### config.mk
export PLATFORM = sky130hd
export DESIGN_NAME = board_ram_arbiter_flat
export DESIGN_NICKNAME = d
export VERILOG_FILES = /design/src/rtl/board_ram_arbiter_if.sv /design/src/rtl/board_ram_arbiter.sv /design/src/flat_wrapper.sv
export SDC_FILE = /design/constraint.sdc
export NUM_CORES = 1
export LEC_CHECK = 0
export ABC_CLOCK_PERIOD_IN_PS = 2900
export BUFFER_PORTS_ARGS = -buffer_cell sky130_fd_sc_hd__buf_2
export CORE_ASPECT_RATIO = 1.25
export CORE_UTILIZATION = 55
export CTS_CLUSTER_SIZE = 20
export DETAILED_ROUTE_END_ITERATION = 6
export PLACE_DENSITY = 0.72
export SLEW_MARGIN = 25
export SYNTH_ARGS = -nofsm -noshare
export SYNTH_HDL_FRONTEND = slang
export SYNTH_SLANG_ARGS = --single-unit
### constraint.sdc
create_clock -name clk -period 2.9 [get_ports clk]
set_input_delay 0.29 -clock clk [delete_from_list [all_inputs] [get_ports clk]]
set_output_delay 0.29 -clock clk [all_outputs]
set_load 0.05 [all_outputs]
### src/rtl/board_ram_arbiter_if.sv
// Bundle of the game port, video port and RAM command pins of the board RAM arbiter.
// slave is the arbiter side; master is the side that owns the game FSM, display and RAM.
interface board_ram_arbiter_if;
    logic       g_req;
    logic       g_we;
    logic [4:0] g_x;
    logic [3:0] g_y;
    logic [3:0] g_wdata;
    logic       g_ack;
    logic       g_rvalid;
    logic [3:0] g_rdata;

    logic       v_row_req;
    logic [3:0] v_row;
    logic       v_row_ready;
    logic [4:0] v_rd_x;
    logic [3:0] v_rd_data;

    logic [4:0] ram_x;
    logic [3:0] ram_y;
    logic [3:0] ram_in;
    logic       ram_rd;
    logic       ram_wr;
    logic [3:0] ram_out;

    modport slave (
        input  g_req, g_we, g_x, g_y, g_wdata,
        output g_ack, g_rvalid, g_rdata,
        input  v_row_req, v_row, v_rd_x,
        output v_row_ready, v_rd_data,
        output ram_x, ram_y, ram_in, ram_rd, ram_wr,
        input  ram_out
    );

    modport master (
        output g_req, g_we, g_x, g_y, g_wdata,
        input  g_ack, g_rvalid, g_rdata,
        output v_row_req, v_row, v_rd_x,
        input  v_row_ready, v_rd_data,
        input  ram_x, ram_y, ram_in, ram_rd, ram_wr,
        output ram_out
    );
endinterface

### src/rtl/board_ram_arbiter.sv
// Arbitrates the single-port board RAM between game cell accesses (priority) and
// background row fetches for video into a double-buffered line store.
module board_ram_arbiter #(
    parameter int WIDTH  = 32,
    parameter int HEIGHT = 16
) (
    input logic               clk,
    input logic               rst,
    board_ram_arbiter_if.slave bus
);
    localparam int XW = $clog2(WIDTH);
    localparam int YW = $clog2(HEIGHT);
    localparam logic [XW:0] LAST_COL = (XW + 1)'(WIDTH - 1);

    typedef enum logic [1:0] {IDLE, FETCH, DRAIN, SWAP} fetch_state_t;

    fetch_state_t   state;
    logic [XW:0]    ptr;
    logic [YW-1:0]  fetch_row;
    logic [YW-1:0]  front_row;
    logic           ret_valid;
    logic [XW-1:0]  ret_col;
    logic           front_sel;
    logic           back_sel;
    logic [3:0]     line_buf [2][WIDTH];

    logic grant;
    logic fetch_issue;
    logic swap;
    logic snoop_front;
    logic snoop_back;

    // A cycle with g_ack high is never granted, leaving the following slot to video.
    assign grant       = bus.g_req && !bus.g_ack;
    assign fetch_issue = (state == FETCH) && !grant && !bus.v_row_req;
    assign swap        = (state == SWAP) && !bus.v_row_req;
    assign back_sel    = ~front_sel;

    // Snoops fire while the write is on the RAM pins, so they land on the same edge as
    // the RAM update. The back snoop stays live through SWAP: a write issued in DRAIN
    // reaches the pins after the last fetch read and must still reach the new front.
    assign snoop_front = bus.ram_wr && (bus.ram_y == front_row);
    assign snoop_back  = bus.ram_wr && (state != IDLE) && (bus.ram_y == fetch_row);

    // NOTE: synchronous reset is tested first so it overrides every other update, and all
    // sequential state uses <= so every read in this block sees pre-edge values.
    always_ff @(posedge clk) begin
        if (rst) begin
            state           <= IDLE;
            ptr             <= '0;
            fetch_row       <= '0;
            front_row       <= '0;
            ret_valid       <= 1'b0;
            ret_col         <= '0;
            bus.ram_x       <= '0;
            bus.ram_y       <= '0;
            bus.ram_in      <= '0;
            bus.ram_rd      <= 1'b0;
            bus.ram_wr      <= 1'b0;
            bus.g_ack       <= 1'b0;
            bus.g_rvalid    <= 1'b0;
            bus.v_row_ready <= 1'b0;
        end else begin
            bus.ram_rd      <= 1'b0;
            bus.ram_wr      <= 1'b0;
            bus.g_ack       <= 1'b0;
            bus.v_row_ready <= 1'b0;
            bus.g_rvalid    <= bus.g_ack && bus.ram_rd;
            ret_valid       <= bus.ram_rd && !bus.g_ack;
            ret_col         <= bus.ram_x;

            if (grant) begin
                bus.ram_x  <= bus.g_x;
                bus.ram_y  <= bus.g_y;
                bus.ram_in <= bus.g_wdata;
                bus.ram_rd <= !bus.g_we;
                bus.ram_wr <= bus.g_we;
                bus.g_ack  <= 1'b1;
            end else if (fetch_issue) begin
                bus.ram_x  <= ptr[XW-1:0];
                bus.ram_y  <= fetch_row;
                bus.ram_rd <= 1'b1;
            end

            // A new row request restarts the fetch from any state; the old one never swaps.
            if (bus.v_row_req) begin
                fetch_row <= bus.v_row;
                ptr       <= '0;
                state     <= FETCH;
            end else begin
                case (state)
                    IDLE: state <= IDLE;
                    FETCH: begin
                        if (fetch_issue) begin
                            ptr <= ptr + 1'b1;
                            if (ptr == LAST_COL) state <= DRAIN;
                        end
                    end
                    DRAIN: state <= SWAP;
                    SWAP: begin
                        front_row       <= fetch_row;
                        bus.v_row_ready <= 1'b1;
                        state           <= IDLE;
                    end
                    default: state <= IDLE;
                endcase
            end
        end
    end

    // NOTE: the line store is cleared on reset because the display must see an empty
    // front row after reset, which costs a reset term on every cell.
    always_ff @(posedge clk) begin
        if (rst) begin
            front_sel <= 1'b0;
            for (int i = 0; i < WIDTH; i++) begin
                line_buf[0][i] <= '0;
                line_buf[1][i] <= '0;
            end
        end else begin
            if (ret_valid)   line_buf[back_sel][ret_col]    <= bus.ram_out;
            // Later assignment wins, so a snoop beats a fetch return to the same column.
            if (snoop_back)  line_buf[back_sel][bus.ram_x]  <= bus.ram_in;
            if (snoop_front) line_buf[front_sel][bus.ram_x] <= bus.ram_in;
            if (swap)        front_sel <= ~front_sel;
        end
    end

    assign bus.g_rdata   = bus.g_rvalid ? bus.ram_out : 4'h0;
    assign bus.v_rd_data = line_buf[front_sel][bus.v_rd_x];
endmodule

### src/flat_wrapper.sv
// flat-port wrapper written by rule: the top's interface ports become plain ports
module board_ram_arbiter_flat 
#(
    parameter int WIDTH  = 32,
    parameter int HEIGHT = 16
)
  (clk, rst, bus_g_req, bus_g_we, bus_g_x, bus_g_y, bus_g_wdata, bus_g_ack, bus_g_rvalid, bus_g_rdata, bus_v_row_req, bus_v_row, bus_v_rd_x, bus_v_row_ready, bus_v_rd_data, bus_ram_x, bus_ram_y, bus_ram_in, bus_ram_rd, bus_ram_wr, bus_ram_out);
  board_ram_arbiter_if bus_i ();
  input logic clk;
  input logic rst;
  input wire logic [$bits(bus_i.g_req)-1:0] bus_g_req;
  input wire logic [$bits(bus_i.g_we)-1:0] bus_g_we;
  input wire logic [$bits(bus_i.g_x)-1:0] bus_g_x;
  input wire logic [$bits(bus_i.g_y)-1:0] bus_g_y;
  input wire logic [$bits(bus_i.g_wdata)-1:0] bus_g_wdata;
  output wire logic [$bits(bus_i.g_ack)-1:0] bus_g_ack;
  output wire logic [$bits(bus_i.g_rvalid)-1:0] bus_g_rvalid;
  output wire logic [$bits(bus_i.g_rdata)-1:0] bus_g_rdata;
  input wire logic [$bits(bus_i.v_row_req)-1:0] bus_v_row_req;
  input wire logic [$bits(bus_i.v_row)-1:0] bus_v_row;
  input wire logic [$bits(bus_i.v_rd_x)-1:0] bus_v_rd_x;
  output wire logic [$bits(bus_i.v_row_ready)-1:0] bus_v_row_ready;
  output wire logic [$bits(bus_i.v_rd_data)-1:0] bus_v_rd_data;
  output wire logic [$bits(bus_i.ram_x)-1:0] bus_ram_x;
  output wire logic [$bits(bus_i.ram_y)-1:0] bus_ram_y;
  output wire logic [$bits(bus_i.ram_in)-1:0] bus_ram_in;
  output wire logic [$bits(bus_i.ram_rd)-1:0] bus_ram_rd;
  output wire logic [$bits(bus_i.ram_wr)-1:0] bus_ram_wr;
  input wire logic [$bits(bus_i.ram_out)-1:0] bus_ram_out;
  assign bus_i.g_req = bus_g_req;
  assign bus_i.g_we = bus_g_we;
  assign bus_i.g_x = bus_g_x;
  assign bus_i.g_y = bus_g_y;
  assign bus_i.g_wdata = bus_g_wdata;
  assign bus_g_ack = bus_i.g_ack;
  assign bus_g_rvalid = bus_i.g_rvalid;
  assign bus_g_rdata = bus_i.g_rdata;
  assign bus_i.v_row_req = bus_v_row_req;
  assign bus_i.v_row = bus_v_row;
  assign bus_i.v_rd_x = bus_v_rd_x;
  assign bus_v_row_ready = bus_i.v_row_ready;
  assign bus_v_rd_data = bus_i.v_rd_data;
  assign bus_ram_x = bus_i.ram_x;
  assign bus_ram_y = bus_i.ram_y;
  assign bus_ram_in = bus_i.ram_in;
  assign bus_ram_rd = bus_i.ram_rd;
  assign bus_ram_wr = bus_i.ram_wr;
  assign bus_i.ram_out = bus_ram_out;
  board_ram_arbiter #(.WIDTH(WIDTH), .HEIGHT(HEIGHT)) u_core (.clk(clk), .rst(rst), .bus(bus_i));
endmodule
# Yosys cells after proc, flatten, opt, wreduce, memory -nomap -nowiden

Memories as Yosys holds them, arrays and structs flattened. A register that Yosys moved wholly into a read port is not among the register bits.
Cells that the tools add are included.

Add/subtract/negate cells: 1
$lt $le $gt $ge: 5
Equality and inequality tests: 10
Muxes and demuxes: 167
Bitwise operators: 134
Reduce and logical (&&, ||, !) cells: 27

Operator list:

| cell                                                       | number |
|---|---|
| two-way mux 128 bit                                        | 7 |
| OR reduction 128 bit                                       | 2 |
| two-way mux 1 bit                                          | 145 |
| bitwise OR 1 bit                                           | 128 |
| demux 4 bit (select 5 bit)                                 | 2 |
| two-way mux 4 bit                                          | 7 |
| binary-select mux 4 bit (select 5 bit)                     | 1 |
| greater-or-equal comparator 6 bit, second input constant   | 3 |
| inverter 5 -> 6 bit                                        | 3 |
| less-than comparator 6 x 1 -> 1 bit, second input constant | 2 |
| logical AND 1 bit                                          | 11 |
| two-way mux 5 bit                                          | 2 |
| equality test 4 bit                                        | 2 |
| AND reduction 2 bit                                        | 4 |
| adder 6 x 1 -> 6 bit, second input constant                | 1 |
| equality test 6 x 5 -> 1 bit, second input constant        | 1 |
| case mux 2 bit (3 select lines)                            | 1 |
| OR reduction 2 bit                                         | 3 |
| equality test 2 bit, second input constant                 | 2 |
| logical NOT 1 bit                                          | 4 |
| two-way mux 2 bit                                          | 2 |
| nonzero test 2 bit                                         | 2 |
| != test 3 x 2 -> 1 bit, second input constant              | 1 |
| != test 3 bit, second input constant                       | 1 |
| 5 further kinds                                            | 7 |

Flip-flop bits (word level): 41
RAM bits: 256
Word-level logic and storage cells: 361
Memories kept: 1

Memories:

| name            | words | bits a word | read ports | clocked after memory_dff | write ports | line                    | source |
|---|---|---|---|---|---|---|---|
| u_core.line_buf | 2     | 128         | 1          | 1                        | 2           | board_ram_arbiter.sv:25 | `logic [3:0] line_buf [2][WIDTH];` |

# Logic depth before layout (Yosys ltp)

Word-level depth: 9
Depth in mapped cells: 9
Gate-level depth less buffers: 7

# Worst setup path after synthesis

Ideal clock, no wire load.

Kind: input -> output
Start: input bus_v_rd_x[0]
End: output bus_v_rd_data[0]
Data arrival time: 2.448 ns
Slack: 0.162 ns
Stages: 6
Buffers on the path: 3
Cell sequence: buf_2 buf_2 clkbuf_1 nor3_1 or4_1 o221ai_1

Cells in the longest elaborated chain, start to end: 4

RTL lines:

| item                                                 | line                     | source |
|---|---|---|
| start: declaration                                   | flat_wrapper.sv:21       | `input wire logic [$bits(bus_i.v_rd_x)-1:0] bus_v_rd_x;` |
| inverter 5 -> 6 bit (not written as such)            | board_ram_arbiter.sv:130 | `assign bus.v_rd_data = line_buf[front_sel][bus.v_rd_x];` |
| binary-select mux 4 bit (select 5 bit)               | board_ram_arbiter.sv:130 |  |
| two-way mux 4 bit (not written as such) (2 in a row) | board_ram_arbiter.sv:130 |  |
| end: declaration                                     | flat_wrapper.sv:23       | `output wire logic [$bits(bus_i.v_rd_data)-1:0] bus_v_rd_data;` |

Every way passes these cells. The select of a mux whose other input is x is not followed.

==> results.cfg <==
[detailed_routing]
wl_um = 66000
vias = 16800
post-route-drc-count = 0
dr.pass1.iters = 7
viasPerCell = 8.18
ant_nets = 0
wl_per_cell_um = 32.1
drt_iter0_drc = 2990

[placed_design]
hpwlAfterDp_um = 40000
place.gp.congestion = 0.934
io_buffers = 56
placedCellCount = 1979

[final_layout]
fillCellCount = 2438
stdcell_count = 2058
ff_latch_area_um2 = 8530
syn2layout_area_growth_pct = 13.6
multiInputGateArea_um2 = 8480
drive_gt1_frac = 0.210
layout.nets = 1657

[clock_network]
cts_root_buffer = clkbuf_16
htreeDepth = 1
cts.sinks = 298
cts_buffers = 31
clockBufferDepth = 3
cts.clk_slew.worst_paths_ps = 70
cts_tree = built
clk_latency_ps = 590

[global_route]
grt_max_degree = 65
antenna_found_initial = 2
grt.total_usage = 0.397
grt_pass1_vias = 15900
grt_pass1_wl_um = 97900
grt_remaining_overflow = 0

[sta]
tightest_slew_ps = 1150
setup_ws_ps = -201
slew_headroom = 0.227
rsz0062_at_grt = true
setup_viol = 4
timing.final.crit_share = 1.07
fin_skew_ps = 26.6
min_period_ps = 3100
hold_viol = 0
slew_violations = 0
timing.hold.ws_ps = 1.43
fmax_mhz = 322

[critical_path]
critPathCaptureType = output port
cpPeakStageDelay_ps = 540
start_kind = register
required_ps = 2610
timing.rr.start = u_core.state[0]
path_class = register to output port
critPathMaxFanout = 9
cp_cell_sequence = buf_12 -> buf_16 -> mux4_2 -> mux2i_1 -> nand2_1 -> a32o_2 -> buf_6
crit_arrival_ps = 2810
cp_slowest_cell = mux4_2

[synth]
ys.flop_type = edfxtp_1
synth_edf_count = 256
synth_seq_cells = 298
syn_area_um2 = 17800
synthCells = 1617
yosysSeqAreaShare = 0.479
async_reset_ff_frac = 0
syn_nets = 1653
synth.avg_cell_area_um2 = 11.0
synth_cell_type_count = 45
ys.warnings.count = 0

[die]
initial_core_util = 0.559
die_h_um = 203
dieWidth_um = 163
coreArea_um2 = 31900
io_pins = 57
design.die.area_um2 = 33100
rows = 73

[power_and_ir_drop]
power_density_nw_per_um2 = 509
p_leak_uw = 0.00665
ir_drop_mv = 0.521

[outcome]
status = complete, but fails checks
violations = setup timing

[min_path]
hold_path.class = primary input to register
worstHoldStart = bus_g_wdata[2]

[flow_run]
cap_violations = 0
## critical path: cells and delay by family, from the launching register on
kind,cells,cell delay (ps)
muxes,2,730
DFF,1,520
buffers and inverters,3,450
AOI/OAI and AO/OA,1,320
and+or+nand+nor,1,190
## where the power goes
part / internal (µW) / switching (µW)
Sequential: 4780 / 82.5
Combinational: 328 / 763
Clock: 2570 / 1780
Total: 7680 / 2620
## stage by stage
| stage | util | instance area [µm²] | setup TNS [ps] | total power, µW | setup WS, ps |
|---|---|---|---|---|---|
| after floorplan | - | 17800 | 0 | 5550 | 162 |
| after global placement | 0.588 | 18800 | 0 | 5930 | 238 |
| after detailed placement | 0.588 | 18800 | 0 | 5950 | 211 |
| after CTS | 0.631 | 20100 | -498 | 10200 | -137 |
| after global routing | 0.635 | 20200 | -710 | 10500 | -199 |
| final | 0.635 | 20200 | -689 | 10300 | -201 |
## cell families (layout without fill, tap and decap cells)
group / after synthesis / count (layout) / synth area share
AOI/OAI and AO/OA: 408 / 408 / 0.189
xor gates and xnor gates: 12 / 12 / 0.00590
adders and majority gates: 5 / 5 / 0.00351
buffers and inverters: 237 / 265 / 0.0526
DFF: 298 / 298 / 0.479
muxes: 91 / 91 / 0.0948
other: 0 / 1 / 0
and+or+nand+nor: 566 / 566 / 0.176
## registers in the layout (all words and copies together) (netlist names), named ones only
signal / flops
u_core.line_buf: 256
u_core.ptr: 6
u_core.bus.ram_x: 5
u_core.ret_col: 5
u_core.bus.ram_in: 4
u_core.bus.ram_y: 4
u_core.fetch_row: 4
u_core.front_row: 4
u_core.state: 2
u_core.bus.g_ack: 1
u_core.bus.g_rvalid: 1
u_core.bus.ram_rd: 1
u_core.bus.ram_wr: 1
u_core.bus.v_row_ready: 1
u_core.front_sel: 1
u_core.ret_valid: 1
## cell usage after synthesis (8+ instances only)
cell type	count	area (µm²)
a221o_1	31	310
o22ai_1	15	93.8
o221ai_1	259	2270
nand2b_1	15	93.8
dfxtp_1	42	841
nand3b_1	8	60.1
clkbuf_1	197	739
buf_2	20	100
mux2i_1	27	270
a21oi_1	15	75.1
o21ai_0	34	170
nor2_1	94	353
xor2_1	10	87.6
nand2_1	70	263
and2_1	15	93.8
a211o_1	31	272
mux4_2	62	1400
nor2b_1	15	93.8
edfxtp_1	256	7690
nand3_1	44	220
nand4_1	254	1590
a211oi_1	9	67.6
nor3_1	14	70.1
## area by class of cell
class                           count  share of cell area
Timing Repair Buffer              201              0.0787
Multi-Input combinational cell   1082               0.419
Clock buffer                       35              0.0391
Tap cell                          412              0.0255
Inverter                            7             0.00130
Sequential cell                   298               0.422
Clock inverter                     22              0.0143
Antenna cell                        1            0.000124
## layout by cell type, fill, tap and decap left out, types with 10 or more instances in the layout
master and count:
dfxtp_1 40, nor2_1 87, a221o_1 31, nand2b_1 15, buf_4 125, nor2b_1 15, nor3_1 13, mux2i_1 24
xor2_1 10, buf_2 52, and2_1 13, clkbuf_16 31, nand2_1 70, o22ai_1 11, o21ai_0 32, nand3_1 44
nand4_1 254, mux4_2 62, o221ai_1 255, edfxtp_1 256, a211o_1 31, a21oi_1 15
## final timing paths
check | end | slack (ps) | cells past startpoint
max | bus_v_rd_data[2] | -200 | 7
min | u_core.bus.ram_in[2] | 1 | 3
max reg2reg | u_core.line_buf[0][92] | 220 | 8
min reg2reg | u_core.bus.ram_in[3] | 480 | 2
## what timing repair did
item	4_1_cts	5_1_grt
setup endpoints to repair	4	4
hold buffers	7	0
buffers inserted	4	8
hold endpoints to repair	7	0
resized for setup	27	4
pin swaps	2	0
gates cloned	2	0
## layer usage
metal	wire length, µm	vias to the layer above	part of all wire	GRT usage
met5	13	-	0.00020	0
met4	4460	2	0.068	0.248
met3	9910	369	0.15	0.0999
met2	30400	1643	0.46	0.616
met1	21200	7957	0.32	0.495
li1	-	6858	-	-
Note: power is estimated with default switching activity, not from simulation.
